===== src/rtl/regfile_port_ctrl.sv =====
// Write-port controller for the 32x32 register file: zero-fill sweep after reset, then core/debug sharing.
// Optional build macro REGCTRL_RR_EN selects round-robin arbitration; otherwise the core always wins.
module regfile_port_ctrl #(
  parameter int          NREGS    = 32,
  parameter int          AW       = 5,
  parameter int          DW       = 32,
  parameter logic [DW-1:0] INIT_VAL = '0
) (
  input  logic          clk,
  input  logic          rst,
  input  logic          init_req,
  input  logic          core_we,
  input  logic [AW-1:0] core_addr,
  input  logic [DW-1:0] core_data,
  output logic          core_stall,
  input  logic          dbg_valid,
  input  logic [AW-1:0] dbg_addr,
  input  logic [DW-1:0] dbg_data,
  output logic          dbg_ready,
  output logic          rf_we,
  output logic [AW-1:0] rf_addr,
  output logic [DW-1:0] rf_wd,
  output logic          init_done,
  output logic [15:0]   conflict_cnt
);

  typedef enum logic {INIT, RUN} state_t;

  localparam logic [AW-1:0] LAST_IDX = AW'(NREGS - 1);

  state_t        state;
  logic [AW-1:0] cnt;
  logic          conflict;
  logic          dbg_wins;
  logic          core_grant;
  logic          dbg_grant;

  assign conflict = (state == RUN) && core_we && dbg_valid;

`ifdef REGCTRL_RR_EN
  logic last_grant;  // 1: core won the previous conflict, 0: debug did

  assign dbg_wins = conflict && last_grant;
`else
  assign dbg_wins = 1'b0;
`endif

  assign core_grant = (state == RUN) && core_we && !dbg_wins;
  assign dbg_grant  = (state == RUN) && dbg_valid && (!core_we || dbg_wins);

  // NOTE: every output gets a default before any branch so no path leaves it unassigned (no latches).
  always_comb begin
    core_stall = 1'b1;
    dbg_ready  = 1'b0;
    rf_we      = 1'b0;
    rf_addr    = core_addr;
    rf_wd      = core_data;
    if (state == INIT) begin
      // The port stays quiet while reset is held; the sweep starts on the first edge after release.
      rf_we   = rst;
      rf_addr = cnt;
      rf_wd   = INIT_VAL;
    end else begin
      core_stall = dbg_wins;
      dbg_ready  = dbg_grant;
      if (dbg_grant) begin
        rf_we   = (dbg_addr != '0);
        rf_addr = dbg_addr;
        rf_wd   = dbg_data;
      end else begin
        rf_we = core_grant && (core_addr != '0);
      end
    end
  end

  // NOTE: sequential state uses non-blocking assignments so every flop samples pre-edge values.
  always_ff @(posedge clk or negedge rst) begin
    if (!rst) begin
      state        <= INIT;
      cnt          <= '0;
      init_done    <= 1'b0;
      conflict_cnt <= '0;
`ifdef REGCTRL_RR_EN
      last_grant   <= 1'b0;
`endif
    end else begin
      case (state)
        INIT: begin
          cnt <= cnt + 1'b1;
          if (cnt == LAST_IDX) begin
            state     <= RUN;
            init_done <= 1'b1;
            cnt       <= '0;
          end
        end
        RUN: begin
          if (conflict && (conflict_cnt != 16'hFFFF)) begin
            conflict_cnt <= conflict_cnt + 16'd1;
          end
`ifdef REGCTRL_RR_EN
          if (conflict) begin
            last_grant <= ~last_grant;
          end
`endif
          if (init_req) begin
            state     <= INIT;
            cnt       <= '0;
            init_done <= 1'b0;
          end
        end
        default: state <= INIT;
      endcase
    end
  end

endmodule


===== config.mk =====
export PLATFORM = sky130hd
export DESIGN_NAME = regfile_port_ctrl
export DESIGN_NICKNAME = d
export VERILOG_FILES = /design/src/rtl/regfile_port_ctrl.sv
export SDC_FILE = /design/constraint.sdc
export NUM_CORES = 1
export LEC_CHECK = 0
export CORE_MARGIN = 2
export CORE_UTILIZATION = 36
export DETAILED_ROUTE_END_ITERATION = 7
export HOLD_SLACK_MARGIN = 0.12
export PLACE_DENSITY_LB_ADDON = 0.15
export SLEW_MARGIN = 20
export SYNTH_ARGS = -nofsm -noshare
export SYNTH_HDL_FRONTEND = slang
export SYNTH_SLANG_ARGS = --single-unit
export TNS_END_PERCENT = 50

===== constraint.sdc =====
create_clock -name clk -period 2.6 [get_ports clk]
set_input_delay 0.52 -clock clk [delete_from_list [all_inputs] [get_ports clk]]
set_output_delay 0.52 -clock clk [all_outputs]
set_load 0.005 [all_outputs]

==> results of run 1 <==
[cells by family (layout without fill, tap and decap cells)]
group	after synthesis	after routing	synth area share
simple gates	117	117	0.324
compound gates	54	54	0.176
flops	23	23	0.330
buf+inv	16	156	0.0359
xor+xnor	15	15	0.0753
mux	6	6	0.0373
fa+ha+maj	3	3	0.0215
[area by class of cell]
cell class	count	share of cell area
Multi-Input combinational cell	195	0.332
Inverter	3	0.00333
Sequential cell	23	0.170
Timing Repair Buffer	149	0.461
Tap cell	54	0.0200
Clock inverter	1	0.00148
Clock buffer	3	0.0122
[final timing paths]
check,start,endpoint,cells after the start
setup / recovery,dbg_valid,rf_wd[3],7
min in group asynchronous,rst,cnt[2],2
setup reg to reg,conflict_cnt[0],conflict_cnt[10],5
hold / removal,conflict_cnt[15],conflict_cnt[15],1
max in group asynchronous,rst,conflict_cnt[3],2
hold reg to reg,conflict_cnt[15],conflict_cnt[15],1
[registers in the layout (all words and copies together) (netlist names)]
| name | count |
|---|---|
| cnt | 5 |
| conflict_cnt | 16 |
| init_done | 1 |
| state | 1 |
[where the power goes]
part / switching, W / leakage, nW / internal, W
Combinational: 0.000298 / 1.10 / 0.000498
Sequential: 0.000101 / 0.298 / 0.000428
Clock: 0.000115 / 0.0255 / 0.000107
Total: 0.000514 / 1.42 / 0.00103
[metrics by stage]
stage               cell area [um2]  setup WS (ns)
global route                   3390        0.00431
detailed placement             3260         -0.242
global placement               3260         -0.241
floorplan                      1740          0.695
finish                         3390         0.0566
CTS                            3370        -0.0331
[critical path: stages]
cell	delay, ns
dlygate4sd2_1	0.27
nand2_2	0.09
nor2_4	0.05
buf_12	0.12
bufbuf_16	0.27
o21ai_0	0.17
clkdlybuf4s50_1	0.53
[cell usage after synthesis]
master	count	area (um2)
clkbuf_1	11	41.3
o41ai_2	1	16.3
or2_0	1	6.26
buf_2	2	10.0
o2111ai_1	1	8.76
a21oi_1	6	30.0
nor4_4	1	21.3
xor2_1	7	61.3
nand4_2	1	12.5
o22ai_1	1	6.26
o2bb2ai_1	2	17.5
or4_1	2	15.0
nor3_1	3	15.0
dfrtp_1	23	576
and4_1	3	26.3
nor2_1	11	41.3
a22o_1	1	8.76
mux2i_1	5	50.1
nand4_4	1	21.3
o211ai_1	1	7.51
o21a_1	3	22.5
nand4_1	7	43.8
nand2_1	74	278
mux2_4	1	15.0
inv_1	3	11.3
nor3b_1	1	7.51
nor4_2	1	12.5
xnor2_1	8	70.1
ha_1	3	37.5
nor2b_2	1	8.76
or3_1	1	6.26
and3_1	2	12.5
nor4_1	1	6.26
nand3_1	6	30.0
o21ai_0	38	190
[layer usage]
layer / vias up / wire length [um] / track usage / share of wire
met5: - / 0 / 0 / 0
met4: 0 / 122 / 0.0606 / 0.019
met3: 12 / 450 / 0.0535 / 0.070
met2: 79 / 3160 / 0.426 / 0.50
met1: 972 / 2650 / 0.291 / 0.42
li1: 1098 / - / - / -
[repair_timing]
item	4_1_cts	5_1_grt
endpoints found under the setup margin	38	8
endpoints found under the hold margin	0	0
gates cloned	1	0
buffers inserted	1	0
resized for setup	11	11
pin swaps	0	2
==> flow_metrics.tcl, run 1 <==
set metrics [dict create \
    path_max_fanout 16 \
    slew_violations 0 \
    cts_root_buffer "clkbuf_8" \
    mostFrequentLayoutCells "clkdlybuf4s50_1, nand2_1, o21ai_0, dfrtp_1, nor2_1" \
    critPathKind "input port to output port" \
    io_pins 136 \
    fin_worst_skew_ns 0.00123 \
    wl_per_cell_um 14.9 \
    cp-end-kind "output port" \
    postCtsHoldBufs 0 \
    track_usage 0.239 \
    p_per_area_nw_per_um2 457 \
    finalNonFillerCells 428 \
    nets 457 \
    drtIter0Drc 77 \
    synth-seq-cells 23 \
    synth_area_um2 1740 \
    cts_sinks 23 \
    final_util 0.722 \
    grt_max_degree 32 \
    h-tree-depth 1 \
    hpwl_um 5070 \
    seq_area_um2 576 \
    die_y_um 73.6 \
    setup_tns_ns 0 \
    multi_input_comb_area_um2 1120 \
    crit_arrival_ns 2.02 \
    antenna_left 0 \
    fin_crit_sh 0.978 \
    start_util 0.372 \
    synthCells 234 \
    start_kind "input port" \
    required_ns 2.08 \
    syn-num-nets 316 \
    tritoncts "yes" \
    via_per_inst 5.05 \
    antenna_cells 0 \
    vias 2161 \
    worst_slew_pin_slew_ns 0.473 \
    dp.cells 422 \
    grt_overflow 0 \
    core-area_um2 4690 \
    fin_crit_ns 2.54 \
    place.gp.congestion 0.846 \
    antenna_found_initial 0 \
    peakVddDrop_mv 0.493 \
    grt_pass1_vias 1977 \
    portBuffers 135 \
    hold_viol_final 0 \
    whs_ns 0.527 \
    drt_first_pass_iters 4 \
    ys_types 35 \
    yosys_warnings 0 \
    r2r_slack_ns 0.91 \
    drive_above_1_share 0.0802 \
    ys_seq_area_frac 0.330 \
    syn_area_per_cell_um2 7.45 \
    cts.clk_slew.worst_paths_ns 0.08 \
    num_rows 25 \
    outcome "finished clean" \
    die_w_um 73.6 \
    routed_wl_um 6380 \
    slew_headroom 0.681 \
    numCtsBuffers 3 \
    p_leak_nw 1.42 \
    area_growth_pct 94.1 \
    drv_cap 0 \
    remaining_drc_errors 0 \
    rsz0062_at_grt "false" \
    layout_commonest_cell "clkdlybuf4s50_1" \
    dieArea_um2 5420 \
    grt_pass1_wl_um 10000 \
    fmax_mhz 393 \
    setup_violations 0 \
    hp-class "register to register" \
    clock_latency_ns 0.27 \
    fillers 381 \
    p_total_w 0.00155 \
    cts_buffer_depth 2 \
]
Note: power is estimated with default switching activity, not from simulation.
==> run 2, diff against run 1 <==
--- a/config.mk
+++ b/config.mk
@@ -8,7 +8,6 @@
 export CORE_MARGIN = 2
 export CORE_UTILIZATION = 36
 export DETAILED_ROUTE_END_ITERATION = 7
-export HOLD_SLACK_MARGIN = 0.12
 export PLACE_DENSITY_LB_ADDON = 0.15
 export SLEW_MARGIN = 20
 export SYNTH_ARGS = -nofsm -noshare
==> results of run 2 <==
Same layout as run 1: the final DEF is identical, and so are final timing and power.
==> run 3, diff against run 2 <==
--- a/config.mk
+++ b/config.mk
@@ -8,6 +8,7 @@
 export CORE_MARGIN = 2
 export CORE_UTILIZATION = 36
 export DETAILED_ROUTE_END_ITERATION = 7
+export GPL_TIMING_DRIVEN = 0
 export PLACE_DENSITY_LB_ADDON = 0.15
 export SLEW_MARGIN = 20
 export SYNTH_ARGS = -nofsm -noshare
==> run 3 against run 2 <==
- global-route usage hardly changed
- sequential share of layout area is 0.62 points higher
- routed wire length is 5.5% higher
- count of clock-buffer cells in the layout stayed put
- critical path depth stayed put
- flip-flop and latch count stayed put
- non-clock buffer count stayed put
- clock power is 6% higher
- worst setup slack better by 0.025 ns
- combinational power is 1% lower
- critical path type unchanged
==> flow_metrics.tcl, run 3 (synthesis results as in run 1) <==
set metrics [dict create \
    outcome "finished clean" \
    regMostFlops "conflict_cnt" \
    dp_slack_ns -0.606 \
    antenna_found_initial 0 \
    remaining_drc_errors 0 \
    dp.cells 423 \
    grt_max_degree 25 \
    numCtsBuffers 3 \
    antenna_cells 0 \
    drive_above_1_share 0.0829 \
    fmax_mhz 397 \
    cp-end-kind "output port" \
    required_ns 2.08 \
    cts_sinks 23 \
    dieArea_um2 5420 \
    area_growth_pct 87.3 \
    num_rows 25 \
    swShare 0.343 \
    postCtsHoldBufs 0 \
    die_y_um 73.6 \
    routed_wl_um 6740 \
    place.gp.congestion 0.845 \
    tritoncts "yes" \
    power_switching_w 0.000532 \
    path_max_fanout 8 \
    finalNonFillerCells 428 \
    critPathKind "input port to output port" \
    portBuffers 135 \
    nets 457 \
    pwr-share-seq 0.341 \
    slew_headroom 0.632 \
    p_leak_nw 1.36 \
    clockPowerShare 0.152 \
    setup_slack_ns 0.0819 \
    largest_reg_flops 16 \
    postCtsSetupBuffers 0 \
    hp-class "input port to async pin" \
    antenna_left 0 \
    p_per_area_nw_per_um2 475 \
    combPwrFrac 0.506 \
    track_usage 0.239 \
    drtIter0Drc 93 \
    fin_crit_ns 2.52 \
    via_per_inst 5.17 \
    start_kind "input port" \
    hold_viol_final 0 \
    cts_buffer_depth 2 \
    h-tree-depth 1 \
    clock_latency_ns 0.28 \
    rsz0062_at_grt "true" \
    drt_first_pass_iters 4 \
    core-area_um2 4690 \
    drv_cap 0 \
    peakVddDrop_mv 0.381 \
    hpwl_um 5330 \
    setup_violations 0 \
    die_w_um 73.6 \
    crit_arrival_ns 2.00 \
    grt_overflow 0 \
    fin_crit_sh 0.969 \
    cts.clk_slew.worst_paths_ns 0.10 \
    wl_per_cell_um 15.7 \
    start_util 0.372 \
    mostFrequentLayoutCells "clkdlybuf4s50_1, nand2_1, o21ai_0, dfrtp_1, nor2_1" \
    worst_slew_pin_slew_ns 0.552 \
    layout_commonest_cell "clkdlybuf4s50_1" \
    vias 2214 \
    slew_violations 0 \
    grt_pass1_wl_um 10100 \
    grt_pass1_vias 2060 \
    fin_worst_skew_ns 0.0128 \
    reg.largest.list "conflict_cnt x16, cnt x5" \
    io_pins 136 \
    intPower_w 0.00102 \
    final_util 0.696 \
    cts_root_buffer "clkbuf_8" \
]
[run 3: final cells by class]
class                   count  area, um2
plain buffers              13       86.3
fillers                   419       1430
flip-flops and latches     23        576
clock buffers               3       41.3
multi-input cells         195       1120
clock inverters             1       5.00
inverters                   3       11.3
well taps                  54       67.6
repair buffers            136       1360
[run 3: power by group through the flow]
stage | registers (W) | clock network, W | logic (W)
after CTS | 0.000530 | 0.000233 | 0.000795
after global placement | 0.000528 | 0 | 0.000777
after detailed placement | 0.000534 | 0 | 0.000790
after floorplan | 0.000511 | 0 | 0.000309
final | 0.000529 | 0.000236 | 0.000785
after global routing | 0.000540 | 0.000249 | 0.000856
[run 3: stage by stage]
stage          total power (W)  hold slack, ns  instance area (um2)  TNS (ns)
2_1_floorplan         0.000820           0.224                 1740         0
3_3_place_gp           0.00131           0.502                 3160    -21.46
3_5_place_dp           0.00132           0.519                 3160    -21.71
4_1_cts                0.00156           0.531                 3230  -0.00408
5_1_grt                0.00165           0.252                 3270   -0.0336
6_report               0.00155           0.217                 3270         0
[run 3: worst max-delay path, cell delays in order]
cell             delay (ns)
clkdlybuf4s15_2        0.25
nand2_1                0.11
nor2_4                 0.20
buf_6                  0.17
mux2i_1                0.08
a21oi_1                0.15
clkdlybuf4s50_1        0.52
[run 3: routing by layer]
layer / wire length, um / share of wire / GRT usage
met5: 0 / 0 / 0
met3: 447 / 0.066 / 0.0343
met2: 3310 / 0.49 / 0.432
met1: 2880 / 0.43 / 0.304
met4: 99 / 0.015 / 0.0424
[run 3: what timing repair did]
| action | 4_1_cts | 5_1_grt |
|---|---|---|
| pin swaps | 1 | 6 |
| endpoints found under the setup margin | 39 | 36 |
| resized for setup | 19 | 35 |
| gates cloned | 0 | 1 |
[run 3: worst paths after layout]
check / start / end / slack (ns) / cells past startpoint
min in group clk: conflict_cnt[15] / conflict_cnt[15] / 0.53 / 1
min: rst / conflict_cnt[7] / 0.22 / 1
max: dbg_valid / rf_addr[3] / 0.08 / 7
max reg2reg: conflict_cnt[0] / conflict_cnt[10] / 0.87 / 5
max in group asynchronous: rst / conflict_cnt[1] / 2.00 / 1
min reg2reg: conflict_cnt[15] / conflict_cnt[15] / 0.53 / 1
